## src/rtl/meter_pkg.sv

```systemverilog
`default_nettype none
// ============================================================================
//  Module      : meter_pkg
//  Description : Shared constants, converter state encoding and helper
//                functions for the parking-meter display stage.
//  Revision    : 1.0 - initial release
// ============================================================================
package meter_pkg;

    // Largest value the 4-digit display can show; the converter input is
    // clamped to this.
    localparam logic [15:0] BCD_MAX = 16'd9999;

    // Active-low 7-segment patterns, bit order {g,f,e,d,c,b,a}.
    localparam logic [6:0] SEG_0     = 7'h40;
    localparam logic [6:0] SEG_1     = 7'h79;
    localparam logic [6:0] SEG_2     = 7'h24;
    localparam logic [6:0] SEG_3     = 7'h30;
    localparam logic [6:0] SEG_4     = 7'h19;
    localparam logic [6:0] SEG_5     = 7'h12;
    localparam logic [6:0] SEG_6     = 7'h02;
    localparam logic [6:0] SEG_7     = 7'h78;
    localparam logic [6:0] SEG_8     = 7'h00;
    localparam logic [6:0] SEG_9     = 7'h10;
    localparam logic [6:0] SEG_BLANK = 7'h7F;

    // Sequential binary-to-BCD converter states.
    typedef enum logic [1:0] {
        IDLE  = 2'd0,
        SHIFT = 2'd1,
        DONE  = 2'd2
    } conv_state_t;

    // Segment pattern for one BCD digit; non-decimal codes light nothing.
    function automatic logic [6:0] seg_decode(input logic [3:0] nib);
        logic [6:0] seg;
        case (nib)
            4'd0:    seg = SEG_0;
            4'd1:    seg = SEG_1;
            4'd2:    seg = SEG_2;
            4'd3:    seg = SEG_3;
            4'd4:    seg = SEG_4;
            4'd5:    seg = SEG_5;
            4'd6:    seg = SEG_6;
            4'd7:    seg = SEG_7;
            4'd8:    seg = SEG_8;
            4'd9:    seg = SEG_9;
            default: seg = SEG_BLANK;
        endcase
        return seg;
    endfunction

    // Double-dabble correction: every nibble >= 5 gets +3 before the shift,
    // so that the shift carries correctly into the next decimal digit.
    function automatic logic [15:0] bcd_adjust(input logic [15:0] bcd);
        logic [15:0] res;
        res = bcd;
        for (int i = 0; i < 4; i++) begin
            if (bcd[4*i +: 4] >= 4'd5) begin
                res[4*i +: 4] = bcd[4*i +: 4] + 4'd3;
            end
        end
        return res;
    endfunction

endpackage : meter_pkg
`default_nettype wire

```

## src/rtl/bin16_to_bcd4.sv

```systemverilog
`default_nettype none
// ============================================================================
//  Module      : bin16_to_bcd4
//  Description : Sequential shift-add-3 converter, 16-bit binary (<= 9999)
//                to four BCD digits. A start request is accepted only in
//                IDLE; the result, a done pulse and the converted binary value
//                are all registered on the DONE cycle.
//  Revision    : 1.0 - initial release
// ============================================================================
module bin16_to_bcd4
    import meter_pkg::*;
(
    input  logic        clk_i,
    input  logic        rst_i,
    input  logic        start_i,
    input  logic [15:0] bin_i,
    output logic [15:0] bcd_o,
    output logic        done_o,
    output logic [15:0] last_bin_o
);

    conv_state_t state_q;
    logic [15:0] bin_q;      // binary shift register
    logic [15:0] acc_q;      // BCD accumulator
    logic [4:0]  cnt_q;      // remaining shift iterations
    logic [15:0] val_q;      // value being converted, kept intact
    logic [15:0] bcd_q;
    logic        done_q;
    logic [15:0] last_q;

    logic [15:0] acc_adj_d;

    // Per-nibble correction applied before each shift.
    always_comb begin
        acc_adj_d = bcd_adjust(acc_q);
    end

    // Converter FSM: IDLE waits for a start, SHIFT runs 16 iterations,
    // DONE publishes the result and records which value it belongs to.
    always_ff @(posedge clk_i) begin
        if (rst_i) begin
            state_q <= IDLE;
            bin_q   <= 16'd0;
            acc_q   <= 16'd0;
            cnt_q   <= 5'd0;
            val_q   <= 16'd0;
            bcd_q   <= 16'd0;
            done_q  <= 1'b0;
            last_q  <= 16'd0;
        end else begin
            done_q <= 1'b0;
            case (state_q)
                IDLE: begin
                    if (start_i) begin
                        bin_q   <= bin_i;
                        val_q   <= bin_i;
                        acc_q   <= 16'd0;
                        cnt_q   <= 5'd16;
                        state_q <= SHIFT;
                    end
                end
                SHIFT: begin
                    {acc_q, bin_q} <= {acc_adj_d, bin_q} << 1;
                    cnt_q          <= cnt_q - 5'd1;
                    if (cnt_q == 5'd1) begin
                        state_q <= DONE;
                    end
                end
                DONE: begin
                    bcd_q   <= acc_q;
                    done_q  <= 1'b1;
                    last_q  <= val_q;
                    state_q <= IDLE;
                end
                default: begin
                    state_q <= IDLE;
                end
            endcase
        end
    end

    assign bcd_o      = bcd_q;
    assign done_o     = done_q;
    assign last_bin_o = last_q;

endmodule : bin16_to_bcd4
`default_nettype wire

```

## src/rtl/meter_display_ctrl.sv

```systemverilog
`default_nettype none
// ============================================================================
//  Module      : meter_display_ctrl
//  Description : Parking-meter display stage. Clamps the seconds-remaining
//                value to 9999, converts it to BCD, multiplexes a 4-digit
//                common-anode 7-segment display and applies the blink rules
//                (zero: 0.5 s on/off, below BLINK_THRESH: 1 s on/off).
//                Build option LEADING_ZERO_BLANK_EN: when defined, leading
//                zero digits above the ones digit are not lit.
//  Revision    : 1.0 - initial release
// ============================================================================
module meter_display_ctrl
    import meter_pkg::*;
#(
    parameter int CLK_HZ       = 100000000,
    parameter int SCAN_DIV     = 100000,
    parameter int BLINK_THRESH = 200
) (
    input  logic        SYS_CLK,
    input  logic        RESET,
    input  logic [15:0] Bin16_In,
    output logic [15:0] BCD_Out,
    output logic        Conv_Done,
    output logic [6:0]  SEG,
    output logic [3:0]  AN,
    output logic        DP
);

    localparam int BLINK_DIV = (CLK_HZ / 2 > 0) ? CLK_HZ / 2 : 1;
    localparam int SCAN_CNT  = (SCAN_DIV > 0) ? SCAN_DIV : 1;
    localparam int SCAN_W    = $clog2(SCAN_CNT + 1);
    localparam int BLINK_W   = $clog2(BLINK_DIV + 1);
    localparam logic [SCAN_W-1:0]  SCAN_LAST  = SCAN_W'(SCAN_CNT - 1);
    localparam logic [BLINK_W-1:0] BLINK_LAST = BLINK_W'(BLINK_DIV - 1);
    localparam logic [16:0]        THRESH     = 17'(BLINK_THRESH);

    logic [15:0]        clamp_q;
    logic [15:0]        clamp_d;
    logic [15:0]        disp_bin;
    logic               start_d;

    logic [SCAN_W-1:0]  scan_div_q;
    logic [1:0]         scan_idx_q;
    logic [BLINK_W-1:0] blink_div_q;
    logic [1:0]         phase_q;

    logic               blank_d;
    logic               lz_d;
    logic [3:0]         nib_d;
    logic [6:0]         seg_d;
    logic [3:0]         an_d;
    logic [6:0]         seg_q;
    logic [3:0]         an_q;

    // Clamp to the displayable range.
    always_comb begin
        clamp_d = (Bin16_In > BCD_MAX) ? BCD_MAX : Bin16_In;
    end

    // Register the clamped input; the converter compares against this copy.
    always_ff @(posedge SYS_CLK) begin
        if (RESET) begin
            clamp_q <= 16'd0;
        end else begin
            clamp_q <= clamp_d;
        end
    end

    // Request a conversion whenever the input differs from what is displayed.
    always_comb begin
        start_d = (clamp_q != disp_bin);
    end

    bin16_to_bcd4 u_conv (
        .clk_i      (SYS_CLK),
        .rst_i      (RESET),
        .start_i    (start_d),
        .bin_i      (clamp_q),
        .bcd_o      (BCD_Out),
        .done_o     (Conv_Done),
        .last_bin_o (disp_bin)
    );

    // Digit scan: advance the digit index every SCAN_DIV cycles.
    always_ff @(posedge SYS_CLK) begin
        if (RESET) begin
            scan_div_q <= '0;
            scan_idx_q <= 2'd0;
        end else if (scan_div_q == SCAN_LAST) begin
            scan_div_q <= '0;
            scan_idx_q <= scan_idx_q + 2'd1;
        end else begin
            scan_div_q <= scan_div_q + 1'b1;
        end
    end

    // Blink timebase: step the 2-bit phase every half second.
    always_ff @(posedge SYS_CLK) begin
        if (RESET) begin
            blink_div_q <= '0;
            phase_q     <= 2'd0;
        end else if (blink_div_q == BLINK_LAST) begin
            blink_div_q <= '0;
            phase_q     <= phase_q + 2'd1;
        end else begin
            blink_div_q <= blink_div_q + 1'b1;
        end
    end

    // Blink decision from the displayed value (binary twin of BCD_Out).
    always_comb begin
        blank_d = 1'b0;
        if (disp_bin == 16'd0) begin
            blank_d = phase_q[0];
        end else if ({1'b0, disp_bin} < THRESH) begin
            blank_d = phase_q[1];
        end
    end

    // Leading-zero suppression for the selected digit (ones always shown).
`ifdef LEADING_ZERO_BLANK_EN
    always_comb begin
        lz_d = 1'b0;
        case (scan_idx_q)
            2'd3:    lz_d = (BCD_Out[15:12] == 4'd0);
            2'd2:    lz_d = (BCD_Out[15:8]  == 8'd0);
            2'd1:    lz_d = (BCD_Out[15:4]  == 12'd0);
            default: lz_d = 1'b0;
        endcase
    end
`else
    always_comb begin
        lz_d = 1'b0;
    end
`endif

    // Select and decode the current digit, or blank the whole display.
    always_comb begin
        nib_d = BCD_Out[{scan_idx_q, 2'b00} +: 4];
        if (blank_d || lz_d) begin
            seg_d = SEG_BLANK;
            an_d  = 4'hF;
        end else begin
            seg_d = seg_decode(nib_d);
            an_d  = ~(4'b0001 << scan_idx_q);
        end
    end

    // Registered display drive.
    always_ff @(posedge SYS_CLK) begin
        if (RESET) begin
            seg_q <= SEG_BLANK;
            an_q  <= 4'hF;
        end else begin
            seg_q <= seg_d;
            an_q  <= an_d;
        end
    end

    assign SEG = seg_q;
    assign AN  = an_q;
    assign DP  = 1'b1;

endmodule : meter_display_ctrl
`default_nettype wire

```

## config.mk

```make
export PLATFORM = sky130hd
export DESIGN_NAME = meter_display_ctrl
export DESIGN_NICKNAME = d
export VERILOG_FILES = /design/src/rtl/meter_pkg.sv /design/src/rtl/bin16_to_bcd4.sv /design/src/rtl/meter_display_ctrl.sv
export SDC_FILE = /design/constraint.sdc
export NUM_CORES = 1
export LEC_CHECK = 0
export BUFFER_PORTS_ARGS = -buffer_cell sky130_fd_sc_hd__buf_4
export CORE_MARGIN = 2
export CORE_UTILIZATION = 45
export DETAILED_ROUTE_END_ITERATION = 10
export GPL_TIMING_DRIVEN = 1
export PLACE_DENSITY_LB_ADDON = 0.2
export SYNTH_ARGS = -nofsm -noshare
export SYNTH_HDL_FRONTEND = slang
export SYNTH_SLANG_ARGS = --single-unit
export TNS_END_PERCENT = 20
```

## constraint.sdc

```tcl
create_clock -name SYS_CLK -period 4.3 [get_ports SYS_CLK]
set_input_delay 0.86 -clock SYS_CLK [delete_from_list [all_inputs] [get_ports SYS_CLK]]
set_output_delay 0.86 -clock SYS_CLK [all_outputs]
set_load 0.005 [all_outputs]
```

# After elaboration in Yosys (flattened, before gate mapping)
# Memory sizes are Yosys's and may differ from the RTL's. A register that Yosys moved wholly into a read port is not among the register bits.
# Cells that the tools add are included.
[word_totals] regBits=155 rom_bits=112 out_inout_bits=29 word_cells=69 mem_count=1
[op_classes] addsub=9 magnitude_cmp=6 eq_ne=8 shift=2 mux=17 bitwise=1 n_reduce_logical=10
[memory_table] memory="(no name shown)" depth=16 word_bits=7 read_ports=1 rd_ports_with_merged_regs=1 wr=0 line_no="meter_pkg.sv:37" rtl="case (nib)"
[op_table] cell="16-bit case mux with 2 select lines" n=2
[op_table] cell="16-bit two-way mux" n=2
[op_table] cell="26-bit by 1-bit adder with 26-bit output, second input constant" n=1
[op_table] cell="26-bit equality test, second input constant" n=1
[op_table] cell="17-bit by 1-bit adder with 17-bit output, second input constant" n=1
[op_table] cell="17-bit equality test, second input constant" n=1
[op_table] cell="4-bit by 3-bit >= comparator with 1-bit output, second input constant" n=4
[op_table] cell="16-bit by 14-bit > comparator with 1-bit output, second input constant" n=1
[op_table] cell="16-bit logical NOT" n=1
[op_table] cell="16-bit by 8-bit < comparator with 1-bit output, second input constant" n=1
[op_table] cell="16-bit inequality test" n=1
[op_table] cell="16-bit by 5-bit indexed part select with 4-bit output" n=1
[op_table] cell="14-bit two-way mux" n=1
[op_table] cell="4-bit by 2-bit adder with 4-bit output, second input constant" n=3
[op_table] cell="4-bit two-way mux" n=3
[op_table] cell="5-bit case mux with 2 select lines" n=1
[op_table] cell="2-bit OR reduction" n=4
[op_table] cell="2-bit AND reduction" n=3
[op_table] cell="5-bit by 1-bit equality test with 1-bit output, second input constant" n=1
[op_table] cell="5-bit two-way mux" n=1
[op_table] cell="5-bit by 1-bit subtractor with 5-bit output, second input constant" n=1
[op_table] cell="2-bit by 1-bit adder with 2-bit output, second input constant" n=2
[op_table] cell="2-bit two-way mux" n=2
[op_table] cell="4-bit NOT" n=1
[op_table] cell="other kinds (11)" n=13

# Depth between registers and ports, before layout
# Gate-level depths: netlist of run 1.
[depth] word_depth=4 ltp_mapped=9 mapped_depth_nobuf=7

# Hierarchy
# From an unflattened synthesis of run 1, not the netlist that was laid out.
[unflattened] cells_unflattened=852 hier_area_um2=7205.7
[modules_own_cells] mod="bin16_to_bcd4" instances=1 cells_each=465 area_per_inst_um2=3707.3 seq_area_each_um2=1761.7
[modules_own_cells] mod="meter_display_ctrl" instances=1 cells_each=387 area_per_inst_um2=3498.4 seq_area_each_um2=1481.4

# Worst setup path after synthesis of run 1
# Ideal clock, no wire load.
[synth_timing] kind="input port to flip-flop" from="input Bin16_In[6]" to="register clamp_q[11]" setup_time_ps=59 arrival_ps=2125 setup_slack_ps=2116 stages=5 path_cell_list="nor4_1 > o41ai_1 > a211oi_1 > and2b_1 > and2_1"
[synth_between] elab_chain_len=2
[synth_lines] element="from (decl)" line_no="meter_display_ctrl.sv:21" rtl="input logic [15:0] Bin16_In,"
[synth_lines] element="16-bit by 14-bit > comparator with 1-bit output" line_no="meter_display_ctrl.sv:57" rtl="clamp_d = (Bin16_In > BCD_MAX) ? BCD_MAX : Bin16_In;"
[synth_lines] element="2-bit OR reduction (no source line)"
[synth_lines] element="to (signal assigned)" line_no="meter_display_ctrl.sv:65" rtl="clamp_q <= clamp_d;"
[synth_lines] element="to (decl)" line_no="meter_display_ctrl.sv:37" rtl="logic [15:0] clamp_q;"
# Every way passes these cells.
# A chain may end at the register's enable or synchronous reset.

# Final worst setup path of run 1
[layout_timing] from="register u_conv.last_q[14], in the netlist u_conv.last_bin_o[14]" to="register u_conv.acc_q[13]"
[layout_between] elab_chain_len=3
[layout_lines] element="from (decl)" line_no="bin16_to_bcd4.sv:29" rtl="logic [15:0] last_q;"
[layout_lines] element="from (signal assigned)" line_no="bin16_to_bcd4.sv:72" rtl="last_q <= val_q;"
[layout_lines] element="16-bit inequality test" line_no="meter_display_ctrl.sv:71" rtl="start_d = (clamp_q != disp_bin);"
[layout_lines] element="2-bit inequality test (no source line)"
[layout_lines] element="2-bit AND reduction (no source line)"
[layout_lines] element="to (signal assigned)" line_no="bin16_to_bcd4.sv:63" rtl="{acc_q, bin_q} <= {acc_adj_d, bin_q} << 1;"
[layout_lines] element="to (decl)" line_no="bin16_to_bcd4.sv:24" rtl="logic [15:0] acc_q;"
# Every way passes these cells.

==> impl_metrics.tcl, run 1 <==
set metrics [dict create \
    worst_pin_slew_ps 1370 \
    finalWeightedCongestion 0.781 \
    clock_latency_ps 430 \
    critPathLaunchType "flop" \
    synth_area_leaders "dfxtp_1, a21oi_1, nand2_1, xnor2_1, nor2_1" \
    core-area_um2 15100 \
    hold_viol_final 0 \
    syn2layout_area_growth_pct 14.9 \
    diodes 0 \
    fmax_mhz 405 \
    synth_area_leader_cell "dfxtp_1" \
    path_clk_slew_ps 60 \
    avgSynthCellArea_um2 8.61 \
    whs_ps 450 \
    io_pins 47 \
    netSwitchingFraction_pct 21.8 \
    cts_max_path_buffers 2 \
    setup_viol 0 \
    start_util_pct 45.9 \
    power.leakage_nw 2.92 \
    finalPower_w 0.00333 \
    port_buffers 45 \
    slew_headroom_pct 8.25 \
    std_cell_rows 45 \
    maxSlewViolCount 0 \
    vias_per_cell 5.52 \
    layout.nets 869 \
    htreeDepth 4 \
    r2r_end "u_conv.acc_q[13]" \
    power_frac_seq_pct 47.0 \
    fin_tns_setup_ps 0 \
    wl_per_cell_um 14.9 \
    ys_types 50 \
    dpl.hpwl_mm 10.1 \
    drc_errors 0 \
    netlist.area_leader.share_pct 46.7 \
    critPathMaxFanout 19 \
    timing.rr.start "u_conv.last_bin_o[14]" \
    status "completed" \
    cp.required_ps 4620 \
    peakVddDrop_mv 0.293 \
    rsz0062_at_grt "false" \
    track_usage_pct 19.6 \
    powerDensity_nw_per_um2 418 \
    p_clk_share_pct 48.9 \
    die-height_um 128 \
    synth_flop_cell "dfxtp_1" \
    grt_max_degree 62 \
    grt_pass1_vias 5376 \
    p_sw_w 0.000725 \
    critPathCapture "u_conv.acc_q[13]" \
    drv_cap 0 \
    die-area_um2 16400 \
    layout-drive-gt1-share_pct 11.0 \
    combPwrFrac_pct 4.1 \
    path_class "reg -> reg" \
    via_count 5687 \
    fin_crit_ps 2470 \
    antenna_found_initial 0 \
    grt_overflow 0 \
    cts-hold-fix-buffers 0 \
    yosys-top-cells-count "dfxtp_1, nand2_1, nor2_1" \
    numCtsBuffers 17 \
    detailedRoute.firstPassIterationCount 5 \
    p_int_w 0.00261 \
    die_width_um 128 \
    ys_ff_latch 162 \
    min_path_cells 2 \
    critPathLaunch "u_conv.last_bin_o[14]" \
    skew_ps 8.47 \
    crit_path_end_kind "flop" \
    netlist_instances 807 \
    layout_setup_ws_ps 1830 \
    cts_resized 0 \
    fin_crit_sh_pct 57.4 \
    antenna_left 0 \
    cp.arrival_ps 2790 \
    root_buffer "clkbuf_16" \
    hold_class "reg -> reg" \
    grt_pass1_wl_mm 26.0 \
    dp_slack_ps 1740 \
    drt-initial-drc-count 467 \
    yosysSeqAreaShare_pct 46.7 \
    cts_tree "yes" \
    cts_setup_buffers 0 \
    async_reset_ff_share_pct 0 \
    cts_sinks 162 \
    yosys_warnings 0 \
    yosysMostFrequentCell "dfxtp_1" \
    synth_area_um2 6950 \
    synth-edff-count 0 \
    reg2reg_depth 5 \
    drt_wl_total_mm 15.4 \
    rrSetupSlack_ps 1830 \
]
cells in the final DEF, fill, tap and decap left out, types with 4 or more instances in the layout:
cell,instances
dfxtp_1,162
nand2_1,90
nor2_1,75
a21oi_1,75
nand3_1,51
buf_4,49
inv_1,39
xnor2_1,34
xor2_1,32
o21ai_0,30
ha_1,21
a22oi_1,18
clkbuf_16,17
a31oi_1,16
nor3_1,15
o32ai_1,12
nor4_1,11
nand2b_1,11
and2_1,9
nand4_1,9
or3_1,5
mux4_2,4
and4_1,4
and3_1,4
o31ai_1,4
bufinv_16,4
state kept, by name (all words and copies together), names as in the netlist:
| name | flops |
|---|---|
| u_conv.acc_q | 16 |
| scan_div_q | 17 |
| scan_idx_q | 2 |
| u_conv.bcd_o | 16 |
| phase_q | 2 |
| u_conv.bin_q | 16 |
| clamp_q | 16 |
| blink_div_q | 26 |
| SEG | 7 |
| u_conv.state_q | 2 |
| AN | 4 |
| u_conv.done_o | 1 |
| u_conv.cnt_q | 5 |
| u_conv.val_q | 16 |
| u_conv.last_bin_o | 16 |
stage by stage:
step,util (%),std cells,area (µm²)
after floorplan,-,808,6950
after global placement,48.5,999,7340
after detailed placement,48.5,999,7340
after CTS,52.7,1031,7980
after global routing,52.7,1031,7980
final,52.7,1031,7980
cells by family (layout without fill, tap and decap cells):
group                    Yosys count  in the layout  share of synthesized area [%]
AO/OA/AOI/OAI                    163            163                           13.8
XOR/XNOR                          66             66                           8.32
AND/OR/NAND/NOR                  301            301                           20.4
buffers and inverters             86            121                           5.28
adder cells (fa/ha/maj)           21             21                           3.78
multiplexers                       6              6                           1.59
other                              2              3                          0.108
flip-flops                       162            162                           46.7
critical path: stages (launching register included):
cell and delay (ps):
dfxtp_1 340, xor2_1 180, nor4_1 430, and4_1 680
a21oi_2 370, o32ai_1 350
cell type report:
class / count / area (µm²)
fill: 1375 / 7160
tap: 188 / 235
inverter: 40 / 150
sequential: 162 / 3240
clock inverter: 12 / 178
clock buffer: 20 / 467
multi-input combinational: 560 / 3340
timing repair buffer: 49 / 368
routing by layer:
| layer | up-vias | global-route usage (%) | wire length (µm) |
|---|---|---|---|
| met3 | 25 | 4.84 | 721 |
| met1 | 2700 | 24.9 | 7230 |
| li1 | 2818 | - | - |
| met4 | 0 | 8.27 | 256 |
| met5 | - | 0 | 0 |
| met2 | 144 | 31.7 | 7160 |
worst min-delay path by stage:
stage | startpoint | endpoint | slack [ps]
6_report | u_conv.val_q[12] | u_conv.last_bin_o[12] | 450
5_1_grt | u_conv.val_q[12] | u_conv.last_bin_o[12] | 460
4_1_cts | u_conv.val_q[0] | u_conv.last_bin_o[0] | 450
3_5_place_dp | blink_div_q[0] | blink_div_q[0] | 440
3_3_place_gp | blink_div_q[0] | blink_div_q[0] | 420
2_1_floorplan | blink_div_q[0] | blink_div_q[0] | 410
power groups by stage:
stage | logic (W) | clock network (W) | registers [W]
after floorplan | 0.000102 | 0 | 0.00159
after global placement | 0.000133 | 0 | 0.00160
after detailed placement | 0.000139 | 0 | 0.00160
after CTS | 0.000139 | 0.00166 | 0.00157
after global routing | 0.000156 | 0.00172 | 0.00157
final | 0.000138 | 0.00163 | 0.00157
No activity file was read; power rests on OpenSTA's default activity.
==> run 2: changes to the inputs <==
Clock period 4.3 ns to 2.3 ns, I/O delays scaled along.
==> impl_metrics.tcl, run 2 (synthesis gave the netlist of run 1 again) <==
set metrics [dict create \
    layout-drive-gt1-share_pct 12.1 \
    status "completed" \
    hold_viol_final 0 \
    drt-initial-drc-count 435 \
    cts_resized 0 \
    antenna_left 0 \
    vias_per_cell 5.46 \
    cts_sinks 162 \
    finalPower_w 0.00609 \
    crit_path_end_kind "flop" \
    whs_ps 246 \
    drt_wl_total_mm 15.6 \
    power.leakage_nw 2.96 \
    finalWeightedCongestion 0.848 \
    die-height_um 128 \
    top_regs "blink_div_q: 26 flops, scan_div_q: 17 flops" \
    io_pins 47 \
    grt_pass1_wl_mm 25.7 \
    final_cell_area_um2 8030 \
    cts-hold-fix-buffers 0 \
    start_util_pct 45.9 \
    critPathLaunchType "flop" \
    detailedRoute.firstPassIterationCount 4 \
    layout_setup_ws_ps 250 \
    cts_max_path_buffers 2 \
    syn2layout_area_growth_pct 15.6 \
    largest_register "blink_div_q" \
    worst_pin_slew_ps 1220 \
    cts_setup_buffers 0 \
    critPathMaxFanout 16 \
    via_count 5689 \
    wl_per_cell_um 14.9 \
    drc_errors 0 \
    hold_class "in -> reg" \
    antenna_found_initial 0 \
    largest_reg_flops 26 \
    fin_crit_sh_pct 89.1 \
    fin_tns_setup_ps 0 \
    peakVddDrop_mv 0.541 \
    slew_headroom_pct 18.7 \
    layout.nets 879 \
    cts_tree "yes" \
    std_cell_rows 45 \
    mostFrequentLayoutCells "dfxtp_1, nand2_1, nor2_1, a21oi_1, buf_4" \
    htreeDepth 4 \
    nFillCells 1368 \
    setup_viol 0 \
    root_buffer "clkbuf_16" \
    drv_cap 0 \
    numCtsBuffers 17 \
    path_class "reg -> reg" \
    diodes 0 \
    clock_latency_ps 430 \
    port_buffers 45 \
    skew_ps 11.6 \
    rsz0062_at_grt "false" \
    path_clk_slew_ps 60 \
    powerDensity_nw_per_um2 758 \
    core-area_um2 15100 \
    final_common_cell "dfxtp_1" \
    die-area_um2 16400 \
    track_usage_pct 19.6 \
    dp_slack_ps 232 \
    die_width_um 128 \
    place_area_um2 7430 \
    cp.required_ps 2640 \
    dpl.hpwl_mm 10.4 \
    fin_crit_ps 2050 \
    maxSlewViolCount 0 \
    fmax_mhz 488 \
    cp.arrival_ps 2390 \
    grt_pass1_vias 5385 \
    grt_overflow 0 \
    grt_max_degree 107 \
]
==> run 2: final timing paths <==
| check | slack (ps) | from | to | cells after the start |
|---|---|---|---|---|
| max | 250 | u_conv.state_q[0] | u_conv.bin_q[1] | 4 |
| min | 250 | Bin16_In[12] | clamp_q[12] | 2 |
| max reg2reg | 250 | u_conv.state_q[0] | u_conv.bin_q[1] | 4 |
| min reg2reg | 440 | blink_div_q[0] | blink_div_q[0] | 1 |
==> run 2: layout make-up <==
type                       count  area [µm²]  share of cell area [%]
inverter                      40         150                    1.87
tap                          188         235                    2.93
timing repair buffer          59         455                    5.67
multi-input combinational    560        3340                    41.6
clock buffer                  17         425                    5.30
sequential                   162        3240                    40.4
clock inverter                15         180                    2.24
==> run 2: stage by stage <==
step / util [%] / cells
floorplan: - / 808
global placement: 49.0 / 1009
detailed placement: 49.0 / 1009
CTS: 53.0 / 1041
global route: 53.0 / 1041
finish: 53.0 / 1041
==> run 2: per-layer routing <==
metal / up-vias / GRT usage (%) / part of all wire, %
li1: 2828 / - / -
met5: - / 0 / 0
met3: 21 / 4.26 / 5.4
met4: 0 / 8.66 / 1.9
met1: 2678 / 25.7 / 47
met2: 162 / 31.0 / 46
==> run 2: power breakdown <==
group / internal (W) / total [W] / switching, W / leakage (nW)
Combinational: 0.000105 / 0.000272 / 0.000167 / 1.34
Sequential: 0.00287 / 0.00293 / 0.0000524 / 1.32
Clock: 0.00172 / 0.00289 / 0.00118 / 0.296
Total: 0.00470 / 0.00609 / 0.00139 / 2.96
==> run 2: worst max-delay path: stages, from the launching register on <==
cell,delay [ps]
dfxtp_1,500
inv_2,190
nor2_1,830
a22oi_1,190
a31oi_1,250
